[src/rtl/riscv_pkg.sv]
// Shared RISC-V front-end definitions: widths, reset constants, opcodes and fetch FSM states.
package riscv_pkg;

    localparam int unsigned XLEN  = 32;
    localparam int unsigned ILEN  = 32;
    localparam int unsigned OPC_W = 7;

    localparam logic [XLEN-1:0] RESET_PC_DEF = 32'h0000_0000;
    localparam logic [ILEN-1:0] NOP_INSTR    = 32'h0000_0013;

    localparam logic [OPC_W-1:0] OP_R = 7'b0110011;
    localparam logic [OPC_W-1:0] OP_I = 7'b0010011;

    typedef enum logic [1:0] {
        FETCH_IDLE = 2'd0,
        FETCH_WAIT = 2'd1,
        FETCH_DONE = 2'd2
    } fetch_state_e;

    function automatic logic [OPC_W-1:0] opcode_of(input logic [ILEN-1:0] instr);
        return instr[OPC_W-1:0];
    endfunction

endpackage

[src/rtl/ifetch_unit_if.sv]
// Instruction-memory req/ack handshake between the fetch unit (master) and memory (slave).
interface ifetch_unit_if;
    import riscv_pkg::*;

    logic            req;
    logic [XLEN-1:0] addr;
    logic            ack;
    logic [ILEN-1:0] rdata;

    modport master (output req, output addr, input ack, input rdata);
    modport slave  (input req, input addr, output ack, output rdata);

endinterface

[src/rtl/ifetch_pc_reg.sv]
// PC register: reset value, target load, +4 advance and misaligned-target handling.
// Alignment behaviour selected by IFETCH_ALIGN_CHECK_EN (fault+hold when defined, truncate otherwise).
module ifetch_pc_reg
    import riscv_pkg::*;
#(
    parameter logic [XLEN-1:0] RESET_PC = RESET_PC_DEF
) (
    input  logic            clk,
    input  logic            reset,
    input  logic            load,
    input  logic [XLEN-1:0] load_data,
    input  logic            inc,
    output logic [XLEN-1:0] pc,
    output logic [XLEN-1:0] pc_next_c,
    output logic            align_fault
);

    logic            load_ok_c;
    logic [XLEN-1:0] target_c;

`ifdef IFETCH_ALIGN_CHECK_EN
    assign load_ok_c = load && (load_data[1:0] == 2'b00);
    assign target_c  = load_data;

    // Sticky until reset; a rejected target leaves the PC untouched.
    always_ff @(posedge clk) begin
        if (reset) begin
            align_fault <= 1'b0;
        end else if (load && (load_data[1:0] != 2'b00)) begin
            align_fault <= 1'b1;
        end
    end
`else
    assign load_ok_c   = load;
    assign target_c    = load_data & ~(XLEN'(2'b11));
    assign align_fault = 1'b0;
`endif

    // Advance and load never coincide: load is only offered while idle.
    always_comb begin
        pc_next_c = pc;
        if (inc) begin
            pc_next_c = pc + XLEN'(4);
        end else if (load_ok_c) begin
            pc_next_c = target_c;
        end
    end

    always_ff @(posedge clk) begin
        if (reset) begin
            pc <= RESET_PC;
        end else begin
            pc <= pc_next_c;
        end
    end

endmodule

[src/rtl/ifetch_unit.sv]
// Instruction fetch stage: owns PC/IR, fetches one word per request over the imem handshake.
// Optional target alignment checking via IFETCH_ALIGN_CHECK_EN (see ifetch_pc_reg).
module ifetch_unit
    import riscv_pkg::*;
#(
    parameter logic [XLEN-1:0] RESET_PC = RESET_PC_DEF
) (
    input  logic              clk,
    input  logic              reset,
    input  logic              fetch_start,
    input  logic              pc_wr,
    input  logic [XLEN-1:0]   pc_wdata,
    ifetch_unit_if.master     imem,
    output logic [XLEN-1:0]   pc,
    output logic [ILEN-1:0]   ir,
    output logic [OPC_W-1:0]  opcode,
    output logic              busy,
    output logic              fetch_done,
    output logic              align_fault
);

    fetch_state_e    state;
    logic            pc_load_c;
    logic            pc_inc_c;
    logic [XLEN-1:0] pc_next_c;

    assign pc_load_c = (state == FETCH_IDLE) && pc_wr;
    assign pc_inc_c  = (state == FETCH_WAIT) && imem.ack;
    assign opcode    = opcode_of(ir);

    ifetch_pc_reg #(
        .RESET_PC (RESET_PC)
    ) u_pc_reg (
        .clk         (clk),
        .reset       (reset),
        .load        (pc_load_c),
        .load_data   (pc_wdata),
        .inc         (pc_inc_c),
        .pc          (pc),
        .pc_next_c   (pc_next_c),
        .align_fault (align_fault)
    );

    // Fetch FSM; the request address is the PC as it stands after any same-cycle target load.
    always_ff @(posedge clk) begin
        if (reset) begin
            state      <= FETCH_IDLE;
            ir         <= NOP_INSTR;
            imem.req   <= 1'b0;
            imem.addr  <= RESET_PC;
            busy       <= 1'b0;
            fetch_done <= 1'b0;
        end else begin
            fetch_done <= 1'b0;
            case (state)
                FETCH_IDLE: begin
                    if (fetch_start) begin
                        state     <= FETCH_WAIT;
                        imem.req  <= 1'b1;
                        imem.addr <= pc_next_c;
                        busy      <= 1'b1;
                    end
                end
                FETCH_WAIT: begin
                    if (imem.ack) begin
                        state      <= FETCH_DONE;
                        ir         <= imem.rdata;
                        imem.req   <= 1'b0;
                        fetch_done <= 1'b1;
                    end
                end
                FETCH_DONE: begin
                    state <= FETCH_IDLE;
                    busy  <= 1'b0;
                end
                default: begin
                    state    <= FETCH_IDLE;
                    imem.req <= 1'b0;
                    busy     <= 1'b0;
                end
            endcase
        end
    end

endmodule

[src/flat_wrapper.sv]
// flat-port wrapper written by rule: the top's interface ports become plain ports
module ifetch_unit_flat import riscv_pkg::*;
#(
    parameter logic [XLEN-1:0] RESET_PC = RESET_PC_DEF
)
  (clk, reset, fetch_start, pc_wr, pc_wdata, pc, ir, opcode, busy, fetch_done, align_fault, imem_req, imem_addr, imem_ack, imem_rdata);
  ifetch_unit_if imem_i ();
  input  logic clk;
  input  logic reset;
  input  logic fetch_start;
  input  logic pc_wr;
  input  logic [XLEN-1:0] pc_wdata;
  output logic [XLEN-1:0] pc;
  output logic [ILEN-1:0] ir;
  output logic [OPC_W-1:0] opcode;
  output logic busy;
  output logic fetch_done;
  output logic align_fault;
  output wire logic [$bits(imem_i.req)-1:0] imem_req;
  output wire logic [$bits(imem_i.addr)-1:0] imem_addr;
  input wire logic [$bits(imem_i.ack)-1:0] imem_ack;
  input wire logic [$bits(imem_i.rdata)-1:0] imem_rdata;
  assign imem_req = imem_i.req;
  assign imem_addr = imem_i.addr;
  assign imem_i.ack = imem_ack;
  assign imem_i.rdata = imem_rdata;
  ifetch_unit #(.RESET_PC(RESET_PC)) u_core (.clk(clk), .reset(reset), .fetch_start(fetch_start), .pc_wr(pc_wr), .pc_wdata(pc_wdata), .imem(imem_i), .pc(pc), .ir(ir), .opcode(opcode), .busy(busy), .fetch_done(fetch_done), .align_fault(align_fault));
endmodule
[config.mk]
export PLATFORM = sky130hd
export DESIGN_NAME = ifetch_unit_flat
export DESIGN_NICKNAME = d
export VERILOG_FILES = /design/src/rtl/riscv_pkg.sv /design/src/rtl/ifetch_unit_if.sv /design/src/rtl/ifetch_pc_reg.sv /design/src/rtl/ifetch_unit.sv /design/src/flat_wrapper.sv
export SDC_FILE = /design/constraint.sdc
export NUM_CORES = 1
export LEC_CHECK = 0
export ABC_AREA = 1
export CAP_MARGIN = 25
export CELL_PAD_IN_SITES_DETAIL_PLACEMENT = 0
export CELL_PAD_IN_SITES_GLOBAL_PLACEMENT = 1
export CORE_UTILIZATION = 35
export CTS_BUF_LIST = sky130_fd_sc_hd__clkbuf_8
export DETAILED_ROUTE_END_ITERATION = 8
export PLACE_DENSITY_LB_ADDON = 0.2
export REMOVE_ABC_BUFFERS = 1
export SYNTH_ARGS = -nofsm -noshare
export SYNTH_HDL_FRONTEND = slang
export SYNTH_SLANG_ARGS = --single-unit
[constraint.sdc]
create_clock -name clk -period 3.4 [get_ports clk]
set_input_delay 0.34 -clock clk [delete_from_list [all_inputs] [get_ports clk]]
set_output_delay 0.34 -clock clk [all_outputs]
set_load 0.03 [all_outputs]
== Word level (Yosys, flattened, before mapping) ==
Cells that the tools add are included.

* Register bits after elaboration: 101
* Latch bits: 0
* RAM bits: 0
* Bits in read-only memories: 0
* Input bits: 69
* Output and inout bits: 107
* Logic and storage cells: 33
* Memories kept: 0

* Add/sub/neg operators: 1
* Multipliers: 0
* Div/mod/pow operators: 0
* Magnitude comparators: 0
* Equal/unequal tests: 4
* Shift operators: 0
* Mux-type cells: 10
* Bitwise logic cells: 2
* Reduce and logical (&&, ||, !) cells: 9

{| class="wikitable"
|+ Operators with widths
! operator !! count
|-
| 32-bit two-way mux || 2
|-
| 32-bit by 3-bit adder with 32-bit output (second input constant) || 1
|-
| 2-bit AND reduction || 4
|-
| 2-bit two-way mux || 2
|-
| 2-bit != test (second input constant) || 2
|-
| 2-bit one-hot mux with 2 select lines || 1
|-
| 1-bit two-way mux || 3
|-
| 1-bit one-hot mux with 3 select lines || 1
|-
| 3-bit AND reduction || 1
|-
| 2-bit by 1-bit == test with 1-bit output (second input constant) || 1
|-
| 2-bit == test (second input constant) || 1
|-
| 1-bit logical AND || 2
|-
| 2-bit zero test || 1
|-
| 1-bit inverter || 2
|-
| 1-bit one-hot mux with 2 select lines || 1
|-
| 2-bit OR reduction || 1
|}

== Longest topological paths before layout ==
* Depth after elaboration: 4
* Depth in mapped cells: 10
* Gate-level depth less buffers: 10

== Hierarchy ==
From an unflattened synthesis, not the netlist that was laid out.

* Cell total of the unflattened synthesis: 837
* Area total of the unflattened synthesis: 5336.4 um^2

{| class="wikitable"
|+ Modules (own cells, without submodules)
! module !! instances !! cells an instance !! area an instance (um^2) !! sequential area each (um^2)
|-
| ifetch_unit || 1 || 437 || 2937.8 || 1381.3
|-
| ifetch_pc_reg || 1 || 400 || 2398.6 || 640.6
|}

== Least setup slack after synthesis ==
No wires, ideal clock.

* Path kind: reg2reg
* From: register u_core.u_pc_reg.pc[3]
* To: register u_core.imem.addr[12]
* Library setup time: 0.109 ns
* Arrival time: 1.565 ns
* Data required time: 3.291 ns
* Slack: 1.726 ns
* Cell stages (with the launch flop): 11
* Buffers on the path: 0
* Clock period less this slack: 1.674 ns
* Cells stage by stage: dfxtp_1 ha_1 nand2_2 nor2_4 nand2_4 nor2_4 nand2_1 nand3_1 nand3_1 nand2_1 inv_1

* Longest elaborated chain between the ends: 2

{| class="wikitable"
|+ RTL lines
! what !! RTL line !! RTL
|-
| from (decl) || ifetch_pc_reg.sv:13 || <nowiki>output logic [XLEN-1:0] pc,</nowiki>
|-
| from (signal assigned) || ifetch_pc_reg.sv:53 || <nowiki>pc <= pc_next_c;</nowiki>
|-
| 32-bit by 3-bit adder with 32-bit output || ifetch_pc_reg.sv:43 || <nowiki>pc_next_c = pc + XLEN'(4);</nowiki>
|-
| 32-bit two-way mux || ifetch_pc_reg.sv:42 || <nowiki>if (inc) begin</nowiki>
|-
| to (signal assigned) || ifetch_unit.sv:60 || <nowiki>imem.addr <= pc_next_c;</nowiki>
|-
| to (decl) || ifetch_unit_if.sv:10 || <nowiki>modport master (output req, output addr, input ack, input rdata);</nowiki>
|}

No other way between the ends.
A chain may end at the register's enable or synchronous reset.

== Final worst setup path ==
* From: register u_core.state[0]
* To: register u_core.ir[19]

* Longest elaborated chain between the ends: 2

{| class="wikitable"
|+ RTL lines
! what !! RTL line !! RTL
|-
| from (decl) || ifetch_unit.sv:22 || <nowiki>fetch_state_e state;</nowiki>
|-
| from (signal assigned) || ifetch_unit.sv:47 || <nowiki>state <= FETCH_IDLE;</nowiki>
|-
| from (signal assigned) || ifetch_unit.sv:58 || <nowiki>state <= FETCH_WAIT;</nowiki>
|-
| from (signal assigned) || ifetch_unit.sv:66 || <nowiki>state <= FETCH_DONE;</nowiki>
|-
| 2-bit by 1-bit == test with 1-bit output || ifetch_unit.sv:55 || <nowiki>case (state)</nowiki>
|-
| 2-bit AND reduction (no line) || n/a ||
|-
| to (signal assigned) || ifetch_unit.sv:67 || <nowiki>ir <= imem.rdata;</nowiki>
|-
| to (decl) || ifetch_unit.sv:15 || <nowiki>output logic [ILEN-1:0] ir,</nowiki>
|}

No other way between the ends.

==> run_results.csv <==
group,metric,value,unit
run_status,status,"finished clean",
clocking,cts_tree,"yes",
worst_setup_path,worstPathArrival,2.47,ns
floorplan,start_util,0.363,
floorplan,die_h,123,µm
floorplan,die_w,123,µm
floorplan,io_pins,176,
route,detail-route-antenna-nets,0,
timing,tightest_slew,0.843,ns
clocking,clk_pin_slew,0.10,ns
timing,tns,0,ns
route,vias_per_cell,4.76,
logic_synthesis,synth_area_leader_cell,"dfxtp_1",
power,max-vdd-ir-drop,191,µV
route,wire_per_inst,14.2,µm
worst_setup_path,crit_path_start_kind,"flip-flop",
logic_synthesis,syn_inst,766,
clocking,clkLatencyLatePin,0.38,ns
global_routing,track_usage,0.214,
route,drt-total-wl,15600,µm
timing,fin_skew,0.0126,ns
route,post-route-drc-count,0,
flow_run,drv_cap,0,
clocking,htreeDepth,3,
timing,max_freq,461,MHz
clocking,cts_root_buf,"clkbuf_8",
placement,dpl_cell_area,6770,µm²
worst_hold_path,whs_path_depth,4,
placement,post-dp-hpwl,10800,µm
route,drtIter0Drc,265,
finish,drive_gt1_frac,0.0623,
global_routing,grt_pass1_vias,4863,
logic_synthesis,synth_area,5100,µm²
timing,slew_headroom,0.438,
timing,hold_viol,0,
clocking,ctsHoldBuffers,0,
finish,layout_common_cells,"nand2_1, clkdlybuf4s50_1, dfxtp_1",
finish,final_cell_area,6990,µm²
floorplan,row_count,43,
logic_synthesis,synth.distinct_cells,30,
logic_synthesis,syn_area_per_cell,6.66,µm²
worst_setup_path,rr_worst_depth,7,
logic_synthesis,synth_seq_cells,101,
worst_hold_path,min_path_type,"in -> reg",
timing,final-setup-viol-count,0,
placement,gp_congestion,0.818,
power,p_per_area,404,nW/µm²
clocking,cts_made_buffers,9,
timing,rsz0062_at_grt,"false",
clocking,ctsResizeCount,0,
worst_setup_path,cp_max_fo,44,
global_routing,grt_pass1_wl,24600,µm
clocking,cts_setup_buffers,0,
timing,maxSlewViolCount,0,
clocking,clockBufferDepth,2,
logic_synthesis,synth_seq_area_share,0.396,
global_routing,grt_max_degree,76,
worst_setup_path,end_kind,"flip-flop",
floorplan,fp.coreArea,14000,µm²
timing,fin_crit,2.17,ns
finish,final_common_cell,"nand2_1",
power,p_leak,2.88,nW
route,vias,5211,
finish,syn_to_final_growth,37.0,%
placement,portBuffers,172,
floorplan,dieArea,15100,µm²
clocking,cts_sinks,101,
logic_synthesis,synthTopCellsByArea,"dfxtp_1, nand2_1, a21oi_1",
global_routing,grt.overflow.total,0,
global_routing,antenna_found_initial,1,
finish,n_antenna_cell,0,
timing,fin_crit_sh,0.638,
route,firstDrtPassIters,5,
finish,fin_nets,980,
logic_synthesis,yosysWarnings,0,
worst_setup_path,criticalPathCategory,"reg -> reg",
logic_synthesis,synth_top_area_share,0.396,
worst_setup_path,required,3.70,ns
-- report_power, final --
part	switching [mW]	leakage (nW)	internal, mW
clock	0.457	0.0928	0.292
sequential	0.0723	0.827	1.26
combinational	0.436	1.96	0.301
-- area by class of cell --
class / instances / area [µm²]
sequential: 101 / 2020
multi-input combinational: 539 / 2460
tap: 180 / 225
clock buffer: 10 / 138
inverter: 81 / 307
timing repair buffer: 178 / 1780
clock inverter: 6 / 47.5
fill: 1428 / 7060
-- worst max-delay path, cell delays in order, from the launching register on --
cell	delay [ns]
dfxtp_1	0.37
inv_2	0.20
nor2_2	0.21
nand2_4	0.26
inv_4	0.48
buf_4	0.33
nand2_1	0.09
a21oi_1	0.12
-- routing by layer --
metal	GRT usage	part of all wire	wire length (µm)	vias up
met5	0	0	0	-
met4	0.0686	0.0093	145	0
met3	0.0716	0.091	1420	9
met2	0.350	0.46	7170	170
met1	0.264	0.44	6860	2333
li1	-	-	-	2699
-- Yosys cell counts (all sizes together) --
| library cell | number |
|---|---|
| o21ai | 43 |
| clkbuf | 14 |
| nor2 | 84 |
| a21oi | 67 |
| or2 | 2 |
| ha | 1 |
| dfxtp | 101 |
| and2 | 3 |
| a21o | 1 |
| nand3 | 49 |
| conb | 1 |
| inv | 81 |
| nand2 | 260 |
| nand4 | 18 |
| buf | 31 |
| o211ai | 10 |
-- final timing paths --
path	startpoint	slack, ns	to
min reg2reg	u_core.u_pc_reg.pc[1]	0.47	u_core.u_pc_reg.pc[1]
max reg2reg	u_core.state[0]	1.23	u_core.ir[19]
min	reset	0.33	u_core.imem.addr[1]
max	u_core.state[0]	1.23	u_core.ir[19]
-- sequential cells by signal, summed over array words and instances, names as in the netlist --
signal,count
u_core.imem.addr,32
u_core.ir,32
u_core.u_pc_reg.pc,32
u_core.state,2
u_core.busy,1
u_core.fetch_done,1
u_core.imem.req,1
-- cell families after synthesis --
group / Yosys count / share of synthesized area
AND/OR/NAND/NOR: 416 / 0.353
buffers and inverters: 126 / 0.120
AO/OA/AOI/OAI: 121 / 0.127
flip-flops: 101 / 0.396
adder cells (fa/ha/maj): 1 / 0.00245
other: 1 / 0.000735
-- per-stage QoR --
step	cells	utilization	hold slack, ns	total power, mW	setup slack (ns)
2_1_floorplan	721	-	0.402	1.75	1.36
3_3_place_gp	1078	0.482	0.451	2.09	1.11
3_5_place_dp	1078	0.482	0.451	2.10	1.11
4_1_cts	1094	0.496	0.467	2.85	1.21
5_1_grt	1095	0.497	0.352	2.98	0.986
6_report	1095	0.497	0.329	2.82	1.23
Power figures use the tool's default switching activity.
